<file path="src/rtl/sfft_frame_scheduler_if.sv">
// rtl/sfft_frame_scheduler_if.sv - hop-frame handshake between the scheduler and the peak-finder
//
// Purpose: carries the hop-frame valid/ready handshake and the frame sequence number.
// Signals:
//   frame_valid  master->slave  SFFT_Out holds an unaccepted hop frame
//   frame_seq    master->slave  sequence number of the presented frame (16 bits)
//   frame_ready  slave->master  consumer has copied SFFT_Out
interface sfft_frame_scheduler_if;
  logic        frame_valid;
  logic        frame_ready;
  logic [15:0] frame_seq;

  modport master (
    output frame_valid,
    output frame_seq,
    input  frame_ready
  );

  modport slave (
    input  frame_valid,
    input  frame_seq,
    output frame_ready
  );
endinterface

</file>
<file path="src/rtl/sfft_frame_scheduler.sv">
// rtl/sfft_frame_scheduler.sv - sample sequencing and hop-frame selection around SFFT_Pipeline
//
// Purpose: buffers raw samples in a small FIFO and feeds them to the pipeline as one-cycle
// advance strobes spaced at least MIN_GAP cycles apart, with the sample held stable before
// and after each strobe. Watches the pipeline output-valid and presents every
// 2^HOP_LOG2-th result as a hop frame over a valid/ready handshake, counting frames that
// are overwritten before the consumer accepts them.
//
// Optional feature macro: SFFT_SCHED_WARMUP_EN
//   defined   - hop frames are suppressed until 2^NFFT_LOG2 pipeline outputs have been seen
//   undefined - hop frames are presented from the first 2^HOP_LOG2-th output
//
// Ports:
//   clk, reset         clock; synchronous active-high reset
//   enable             allow new advances (FIFO keeps accepting samples when low)
//   sample_in/valid    raw audio sample and one-cycle push strobe
//   pipe_sample        sample presented to the pipeline (registered)
//   pipe_advance       one-cycle advance pulse to the pipeline
//   pipe_output_valid  pipeline output-valid level
//   frame_if           hop-frame handshake (master side)
//   drop_count         hop frames lost to overwrite, saturating
//   fifo_overflow      sticky; a sample was discarded
//   fifo_level         current FIFO occupancy
module sfft_frame_scheduler #(
  parameter int SAMPLE_W   = 16,
  parameter int NFFT_LOG2  = 8,
  parameter int MIN_GAP    = 129,
  parameter int FIFO_DEPTH = 4,
  parameter int HOP_LOG2   = 2
) (
  input  logic                               clk,
  input  logic                               reset,
  input  logic                               enable,
  input  logic [SAMPLE_W-1:0]                sample_in,
  input  logic                               sample_valid,
  output logic [SAMPLE_W-1:0]                pipe_sample,
  output logic                               pipe_advance,
  input  logic                               pipe_output_valid,
  sfft_frame_scheduler_if.master             frame_if,
  output logic [15:0]                        drop_count,
  output logic                               fifo_overflow,
  output logic [$clog2(FIFO_DEPTH+1)-1:0]    fifo_level
);

  localparam int LVL_W = $clog2(FIFO_DEPTH + 1);
  localparam int PTR_W = (FIFO_DEPTH > 1) ? $clog2(FIFO_DEPTH) : 1;
  localparam int GAP_W = $clog2(MIN_GAP);

  // PULSE and SETUP/IDLE account for three cycles of the spacing; GAP covers the rest.
  localparam logic [GAP_W-1:0] GAP_LOAD = GAP_W'(MIN_GAP - 3);

  localparam logic [1:0] ST_IDLE  = 2'd0;
  localparam logic [1:0] ST_SETUP = 2'd1;
  localparam logic [1:0] ST_PULSE = 2'd2;
  localparam logic [1:0] ST_GAP   = 2'd3;

  if (MIN_GAP < 4 || HOP_LOG2 < 1 || NFFT_LOG2 < HOP_LOG2) begin : g_param_check
    $error("sfft_frame_scheduler: unsupported parameter combination");
  end

  // ---------------------------------------------------------------- FIFO
  logic [SAMPLE_W-1:0] mem_q [FIFO_DEPTH];
  logic [SAMPLE_W-1:0] mem_d [FIFO_DEPTH];
  logic [PTR_W-1:0]    wr_ptr_q, wr_ptr_d;
  logic [PTR_W-1:0]    rd_ptr_q, rd_ptr_d;
  logic [LVL_W-1:0]    level_q, level_d;
  logic                fifo_overflow_q, fifo_overflow_d;
  logic                full, push, pop;

  // ---------------------------------------------------------------- advance FSM
  logic [1:0]          state_q, state_d;
  logic [GAP_W-1:0]    gap_q, gap_d;
  logic [SAMPLE_W-1:0] pipe_sample_q, pipe_sample_d;

  // ---------------------------------------------------------------- output tracking
  logic                pov_q, pov_d;
  logic [HOP_LOG2-1:0] out_cnt_q, out_cnt_d;
  logic [15:0]         hop_cnt_q, hop_cnt_d;
  logic                frame_valid_q, frame_valid_d;
  logic [15:0]         frame_seq_q, frame_seq_d;
  logic [15:0]         drop_count_q, drop_count_d;
  logic                out_event, hop_raw, hop_event;

  function automatic logic [PTR_W-1:0] ptr_inc(input logic [PTR_W-1:0] p);
    return (p == PTR_W'(FIFO_DEPTH - 1)) ? '0 : p + PTR_W'(1);
  endfunction

  // A pop only happens from IDLE with a non-empty FIFO, so a full FIFO can still
  // take a push in the same cycle the head leaves.
  always_comb begin
    full = (level_q == LVL_W'(FIFO_DEPTH));
    pop  = (state_q == ST_IDLE) && enable && (level_q != '0);
    push = sample_valid && (!full || pop);
    fifo_overflow_d = fifo_overflow_q | (sample_valid & ~push);
  end

  always_comb begin
    mem_d    = mem_q;
    wr_ptr_d = wr_ptr_q;
    rd_ptr_d = rd_ptr_q;
    level_d  = level_q;
    if (push) begin
      mem_d[wr_ptr_q] = sample_in;
      wr_ptr_d        = ptr_inc(wr_ptr_q);
    end
    if (pop) begin
      rd_ptr_d = ptr_inc(rd_ptr_q);
    end
    case ({push, pop})
      2'b10:   level_d = level_q + LVL_W'(1);
      2'b01:   level_d = level_q - LVL_W'(1);
      default: level_d = level_q;
    endcase
  end

  always_comb begin
    state_d       = state_q;
    gap_d         = gap_q;
    pipe_sample_d = pipe_sample_q;
    case (state_q)
      ST_IDLE: begin
        if (pop) begin
          pipe_sample_d = mem_q[rd_ptr_q];
          state_d       = ST_SETUP;
        end
      end
      ST_SETUP: state_d = ST_PULSE;
      ST_PULSE: begin
        gap_d   = GAP_LOAD;
        state_d = ST_GAP;
      end
      ST_GAP: begin
        gap_d = gap_q - GAP_W'(1);
        // Leaving as the count reaches zero puts the next pulse exactly MIN_GAP after this one.
        if (gap_q == GAP_W'(1)) begin
          state_d = ST_IDLE;
        end
      end
      default: state_d = ST_IDLE;
    endcase
  end

  // One event per rising edge of the pipeline output-valid level.
  always_comb begin
    pov_d     = pipe_output_valid;
    out_event = pipe_output_valid && !pov_q;
    hop_raw   = out_event && (out_cnt_q == '1);
    out_cnt_d = out_event ? out_cnt_q + HOP_LOG2'(1) : out_cnt_q;
  end

`ifdef SFFT_SCHED_WARMUP_EN
  // Saturates at exactly 2^NFFT_LOG2; its top bit marks the sample buffer as fully populated.
  logic [NFFT_LOG2:0] warm_cnt_q, warm_cnt_d;

  always_comb begin
    warm_cnt_d = warm_cnt_q;
    if (out_event && !warm_cnt_q[NFFT_LOG2]) begin
      warm_cnt_d = warm_cnt_q + (NFFT_LOG2 + 1)'(1);
    end
    hop_event = hop_raw && warm_cnt_q[NFFT_LOG2];
  end

  always_ff @(posedge clk) begin
    if (reset) begin
      warm_cnt_q <= '0;
    end else begin
      warm_cnt_q <= warm_cnt_d;
    end
  end
`else
  always_comb begin
    hop_event = hop_raw;
  end
`endif

  // A new hop frame always wins over acceptance or overwrite of the previous one; any
  // other output event retires the presented frame.
  always_comb begin
    frame_valid_d = frame_valid_q;
    frame_seq_d   = frame_seq_q;
    hop_cnt_d     = hop_cnt_q;
    drop_count_d  = drop_count_q;
    if (out_event && frame_valid_q && !frame_if.frame_ready && drop_count_q != 16'hFFFF) begin
      drop_count_d = drop_count_q + 16'd1;
    end
    if (hop_event) begin
      frame_valid_d = 1'b1;
      frame_seq_d   = hop_cnt_q;
      hop_cnt_d     = hop_cnt_q + 16'd1;
    end else if (out_event || frame_if.frame_ready) begin
      frame_valid_d = 1'b0;
    end
  end

  always_ff @(posedge clk) begin
    mem_q <= mem_d;
  end

  always_ff @(posedge clk) begin
    if (reset) begin
      wr_ptr_q        <= '0;
      rd_ptr_q        <= '0;
      level_q         <= '0;
      fifo_overflow_q <= 1'b0;
      state_q         <= ST_IDLE;
      gap_q           <= '0;
      pipe_sample_q   <= '0;
      pov_q           <= 1'b0;
      out_cnt_q       <= '0;
      hop_cnt_q       <= '0;
      frame_valid_q   <= 1'b0;
      frame_seq_q     <= '0;
      drop_count_q    <= '0;
    end else begin
      wr_ptr_q        <= wr_ptr_d;
      rd_ptr_q        <= rd_ptr_d;
      level_q         <= level_d;
      fifo_overflow_q <= fifo_overflow_d;
      state_q         <= state_d;
      gap_q           <= gap_d;
      pipe_sample_q   <= pipe_sample_d;
      pov_q           <= pov_d;
      out_cnt_q       <= out_cnt_d;
      hop_cnt_q       <= hop_cnt_d;
      frame_valid_q   <= frame_valid_d;
      frame_seq_q     <= frame_seq_d;
      drop_count_q    <= drop_count_d;
    end
  end

  assign pipe_sample          = pipe_sample_q;
  assign pipe_advance         = (state_q == ST_PULSE);
  assign frame_if.frame_valid = frame_valid_q;
  assign frame_if.frame_seq   = frame_seq_q;
  assign drop_count           = drop_count_q;
  assign fifo_overflow        = fifo_overflow_q;
  assign fifo_level           = level_q;

endmodule
</file>
<file path="src/flat_wrapper.sv">
// flat-port wrapper written by rule: the top's interface ports become plain ports
module sfft_frame_scheduler_flat 
#(
  parameter int SAMPLE_W   = 16,
  parameter int NFFT_LOG2  = 8,
  parameter int MIN_GAP    = 129,
  parameter int FIFO_DEPTH = 4,
  parameter int HOP_LOG2   = 2
)
  (clk, reset, enable, sample_in, sample_valid, pipe_sample, pipe_advance, pipe_output_valid, drop_count, fifo_overflow, fifo_level, frame_if_frame_valid, frame_if_frame_seq, frame_if_frame_ready);
  sfft_frame_scheduler_if frame_if_i ();
  input  logic clk;
  input  logic reset;
  input  logic enable;
  input  logic [SAMPLE_W-1:0] sample_in;
  input  logic sample_valid;
  output logic [SAMPLE_W-1:0] pipe_sample;
  output logic pipe_advance;
  input  logic pipe_output_valid;
  output logic [15:0] drop_count;
  output logic fifo_overflow;
  output logic [$clog2(FIFO_DEPTH+1)-1:0] fifo_level;
  output wire logic [$bits(frame_if_i.frame_valid)-1:0] frame_if_frame_valid;
  output wire logic [$bits(frame_if_i.frame_seq)-1:0] frame_if_frame_seq;
  input wire logic [$bits(frame_if_i.frame_ready)-1:0] frame_if_frame_ready;
  assign frame_if_frame_valid = frame_if_i.frame_valid;
  assign frame_if_frame_seq = frame_if_i.frame_seq;
  assign frame_if_i.frame_ready = frame_if_frame_ready;
  sfft_frame_scheduler #(.SAMPLE_W(SAMPLE_W), .NFFT_LOG2(NFFT_LOG2), .MIN_GAP(MIN_GAP), .FIFO_DEPTH(FIFO_DEPTH), .HOP_LOG2(HOP_LOG2)) u_core (.clk(clk), .reset(reset), .enable(enable), .sample_in(sample_in), .sample_valid(sample_valid), .pipe_sample(pipe_sample), .pipe_advance(pipe_advance), .pipe_output_valid(pipe_output_valid), .frame_if(frame_if_i), .drop_count(drop_count), .fifo_overflow(fifo_overflow), .fifo_level(fifo_level));
endmodule
</file>
<file path="config.mk">
export PLATFORM = sky130hd
export DESIGN_NAME = sfft_frame_scheduler_flat
export DESIGN_NICKNAME = d
export VERILOG_FILES = /design/src/rtl/sfft_frame_scheduler_if.sv /design/src/rtl/sfft_frame_scheduler.sv /design/src/flat_wrapper.sv
export SDC_FILE = /design/constraint.sdc
export NUM_CORES = 1
export LEC_CHECK = 0
export ABC_AREA = 0
export BUFFER_PORTS_ARGS = -buffer_cell sky130_fd_sc_hd__buf_2
export CORE_AREA = 2 2 107 109
export DETAILED_ROUTE_END_ITERATION = 8
export DIE_AREA = 0 0 109 111
export GPL_ROUTABILITY_DRIVEN = 0
export GPL_TIMING_DRIVEN = 0
export PLACE_DENSITY_LB_ADDON = 0.2
export REMOVE_ABC_BUFFERS = 1
export SYNTH_ARGS = -nofsm -noshare
export SYNTH_HDL_FRONTEND = slang
export SYNTH_SLANG_ARGS = --single-unit
</file>
<file path="constraint.sdc">
create_clock -name clk -period 2.7 [get_ports clk]
set_clock_uncertainty 0.2 [all_clocks]
set_input_delay 0.675 -clock clk [delete_from_list [all_inputs] [get_ports clk]]
set_output_delay 0.675 -clock clk [all_outputs]
set_load 0.01 [all_outputs]
</file>
==> reports/metrics.yaml <==
status: "completed"
ys.flop_type: "dfxtp_1"
yosysWarnings: 0
drive_above_1_share_pct: 22.8
cts_buffer_depth: 2
layout_worst_path_cycle_share_pct: 92.9
wl_per_cell_um: 16.0
num_vias: 4400
ios: 76
drv_slew: 0
max_slew_margin_pct: 19.7
fin_crit_ps: 2510
timing.rr.start: "u_core.state_q[0]"
design.core.area_um2: 11100
maxClockFrequency_mhz: 399
netlist_area_um2: 6220
tightestPinTransition_ps: 1200
final_nets: 652
power.leakage_nw: 2.72
layout.cells.most_common_list: "nand2_1, dfxtp_1, buf_2, edfxtp_1, a21oi_1"
start_util_pct: 56.1
wl_mm: 12.3
holdPathStages: 2
dieArea_um2: 12100
synth_edf_count: 64
grt_start_max_net_pins: 85
setup_viol: 0
pre_cts_ws_ps: -102
grt_pass1_wl_mm: 20.5
dr.pass1.iters: 4
drc: 0
avgSynthCellArea_um2: 11.4
die_y_um: 111
fillers: 846
track_usage_pct: 21.9
r2r_end: "u_core.mem_q[17]"
place_inst: 739
clkTransAtPathRegs_ps: 60
fp-row-count: 39
post_cts_buffers: 0
instances_no_fill: 772
final_common_cell: "nand2_1"
cp_max_fo: 16
die_w_um: 109
ant_nets: 0
gr-total-overflow: 0
numCtsBuffers: 17
cts_root_buffer: "clkbuf_16"
cp.required_ps: 2560
r2r_setup_slack_ps: 190
syn2layout_area_growth_pct: 17.1
ys_ff_latch: 150
hold_viol: 0
grt_pass1_vias: 4310
crit_path_start_kind: "flip-flop"
async_reset_ff_share_pct: 0
power_density_nw_per_um2: 850
yosysTopAreaCellShare_pct: 30.9
htree_levels: 4
vdd_drop_max_mv: 0.642
yosysSeqAreaShare_pct: 58.6
ys_types: 59
cap_violations: 0
clk_latency_ps: 420
critPathArrivalTime_ps: 2370
yosys-top-cells-area: "edfxtp_1, dfxtp_1, mux4_2"
worst_slack_ps: 191
rr_worst_depth: 5
cts_tree: "yes"
critPathLaunch: "u_core.state_q[0]"
post-dp-hpwl_mm: 7.70
cp-endpoint: "u_core.mem_q[17]"
setup.worst_path.end_class: "flip-flop"
port_buffers: 75
synth_top_area_cell: "edfxtp_1"
routed_via_density: 5.70
syn_inst: 545
hold_class: "reg -> reg"
dr.first_iter.drc_count: 208
hold_buffers: 0
critical_path_class: "reg -> reg"
clkSinkCount: 150
antenna_found_initial: 1
-- synthesized netlist by cell type (5+ instances only) --
| cell | count |
|---|---|
| and2_1 | 5 |
| edfxtp_1 | 64 |
| nand2_1 | 94 |
| clkbuf_1 | 12 |
| mux4_2 | 16 |
| ha_1 | 14 |
| nor3_1 | 10 |
| or3_1 | 7 |
| and3_1 | 5 |
| buf_2 | 7 |
| mux2i_1 | 6 |
| dfxtp_1 | 86 |
| o21ai_0 | 12 |
| o31ai_1 | 8 |
| a21oi_1 | 61 |
| xnor2_1 | 5 |
| nor2b_1 | 5 |
| or4_1 | 8 |
| xor2_1 | 5 |
| nand4_1 | 7 |
| inv_1 | 11 |
| nand3_1 | 12 |
| nor2_1 | 26 |
-- worst max-delay path, stage by stage (launching register included) --
cell and delay, ps:
dfxtp_1 330, inv_1 100, ha_1 270, nand2_1 170, a31oi_1 520, and2_2 550
-- kinds of logic after synthesis --
| family | Yosys count | synth area share (%) |
|---|---|---|
| AND/OR/NAND/NOR | 205 | 17.0 |
| flip-flops | 150 | 58.6 |
| AO/OA/AOI/OAI | 104 | 9.86 |
| buffers and inverters | 37 | 2.80 |
| multiplexers | 24 | 7.13 |
| adder cells (fa/ha/maj) | 15 | 3.14 |
| XOR/XNOR | 10 | 1.41 |
-- registers in the layout, summed over array words and instances, names as in the netlist --
name and flops:
u_core.mem_q 64, u_core.frame_if.frame_valid 1, u_core.pipe_sample 16, u_core.wr_ptr_q 2
u_core.fifo_level 3, u_core.drop_count 16, u_core.out_cnt_q 2, u_core.rd_ptr_q 2
u_core.state_q 2, u_core.hop_cnt_q 16, u_core.pov_q 1, u_core.fifo_overflow 1
u_core.gap_q 8, u_core.frame_if.frame_seq 16
-- routing by layer --
metal / wire length, um / vias up / GRT usage (%)
li1: - / 2136 / -
met1: 5230 / 2154 / 25.5
met2: 6370 / 94 / 36.9
met3: 531 / 16 / 6.29
met4: 178 / 0 / 10.3
met5: 0 / - / 0
-- layout make-up --
cell class / count / area [um2] / share of cell area (%)
flip-flops and latches: 150 / 3640 / 50.1
multi-input cells: 358 / 2420 / 33.2
clock buffers: 18 / 429 / 5.90
repair buffers: 77 / 393 / 5.40
well taps: 143 / 179 / 2.46
clock inverters: 14 / 175 / 2.41
inverters: 11 / 41.3 / 0.567
diodes: 1 / 2.50 / 0.0344
-- where the power goes --
| group | switching, mW | total (mW) | internal (mW) |
|---|---|---|---|
| Sequential | 0.192 | 2.77 | 2.58 |
| Combinational | 0.553 | 1.01 | 0.460 |
| Clock | 0.943 | 2.41 | 1.46 |
-- worst min path at each step --
| stage | slack [ps] | start | end |
|---|---|---|---|
| 2_1_floorplan | 230 | u_core.gap_q[6] | u_core.gap_q[6] |
| 3_3_place_gp | 240 | u_core.frame_if.frame_seq[10] | u_core.frame_if.frame_seq[10] |
| 3_5_place_dp | 240 | u_core.pipe_sample[3] | u_core.pipe_sample[3] |
| 4_1_cts | 250 | sample_in[3] | u_core.mem_q[35] |
| 5_1_grt | 250 | sample_in[8] | u_core.mem_q[8] |
| 6_report | 250 | u_core.pipe_sample[11] | u_core.pipe_sample[11] |
-- repair_timing --
action / CTS / global route
resized for setup: 4 / 2
pin swaps: 0 / 0
endpoints found under the setup margin: 62 / 9
-- through the flow --
stage	power (mW)	TNS (ps)	area, um2	util (%)	hold slack, ps
2_1_floorplan	3.47	-6670	6080	-	233
3_3_place_gp	3.76	-54420	6640	59.9	239
3_5_place_dp	3.84	-5540	6660	60.1	244
4_1_cts	6.24	0	7270	65.7	252
5_1_grt	6.48	-118	7280	65.7	252
6_report	6.19	0	7280	65.7	251
Note: power is estimated with default switching activity, not from simulation.
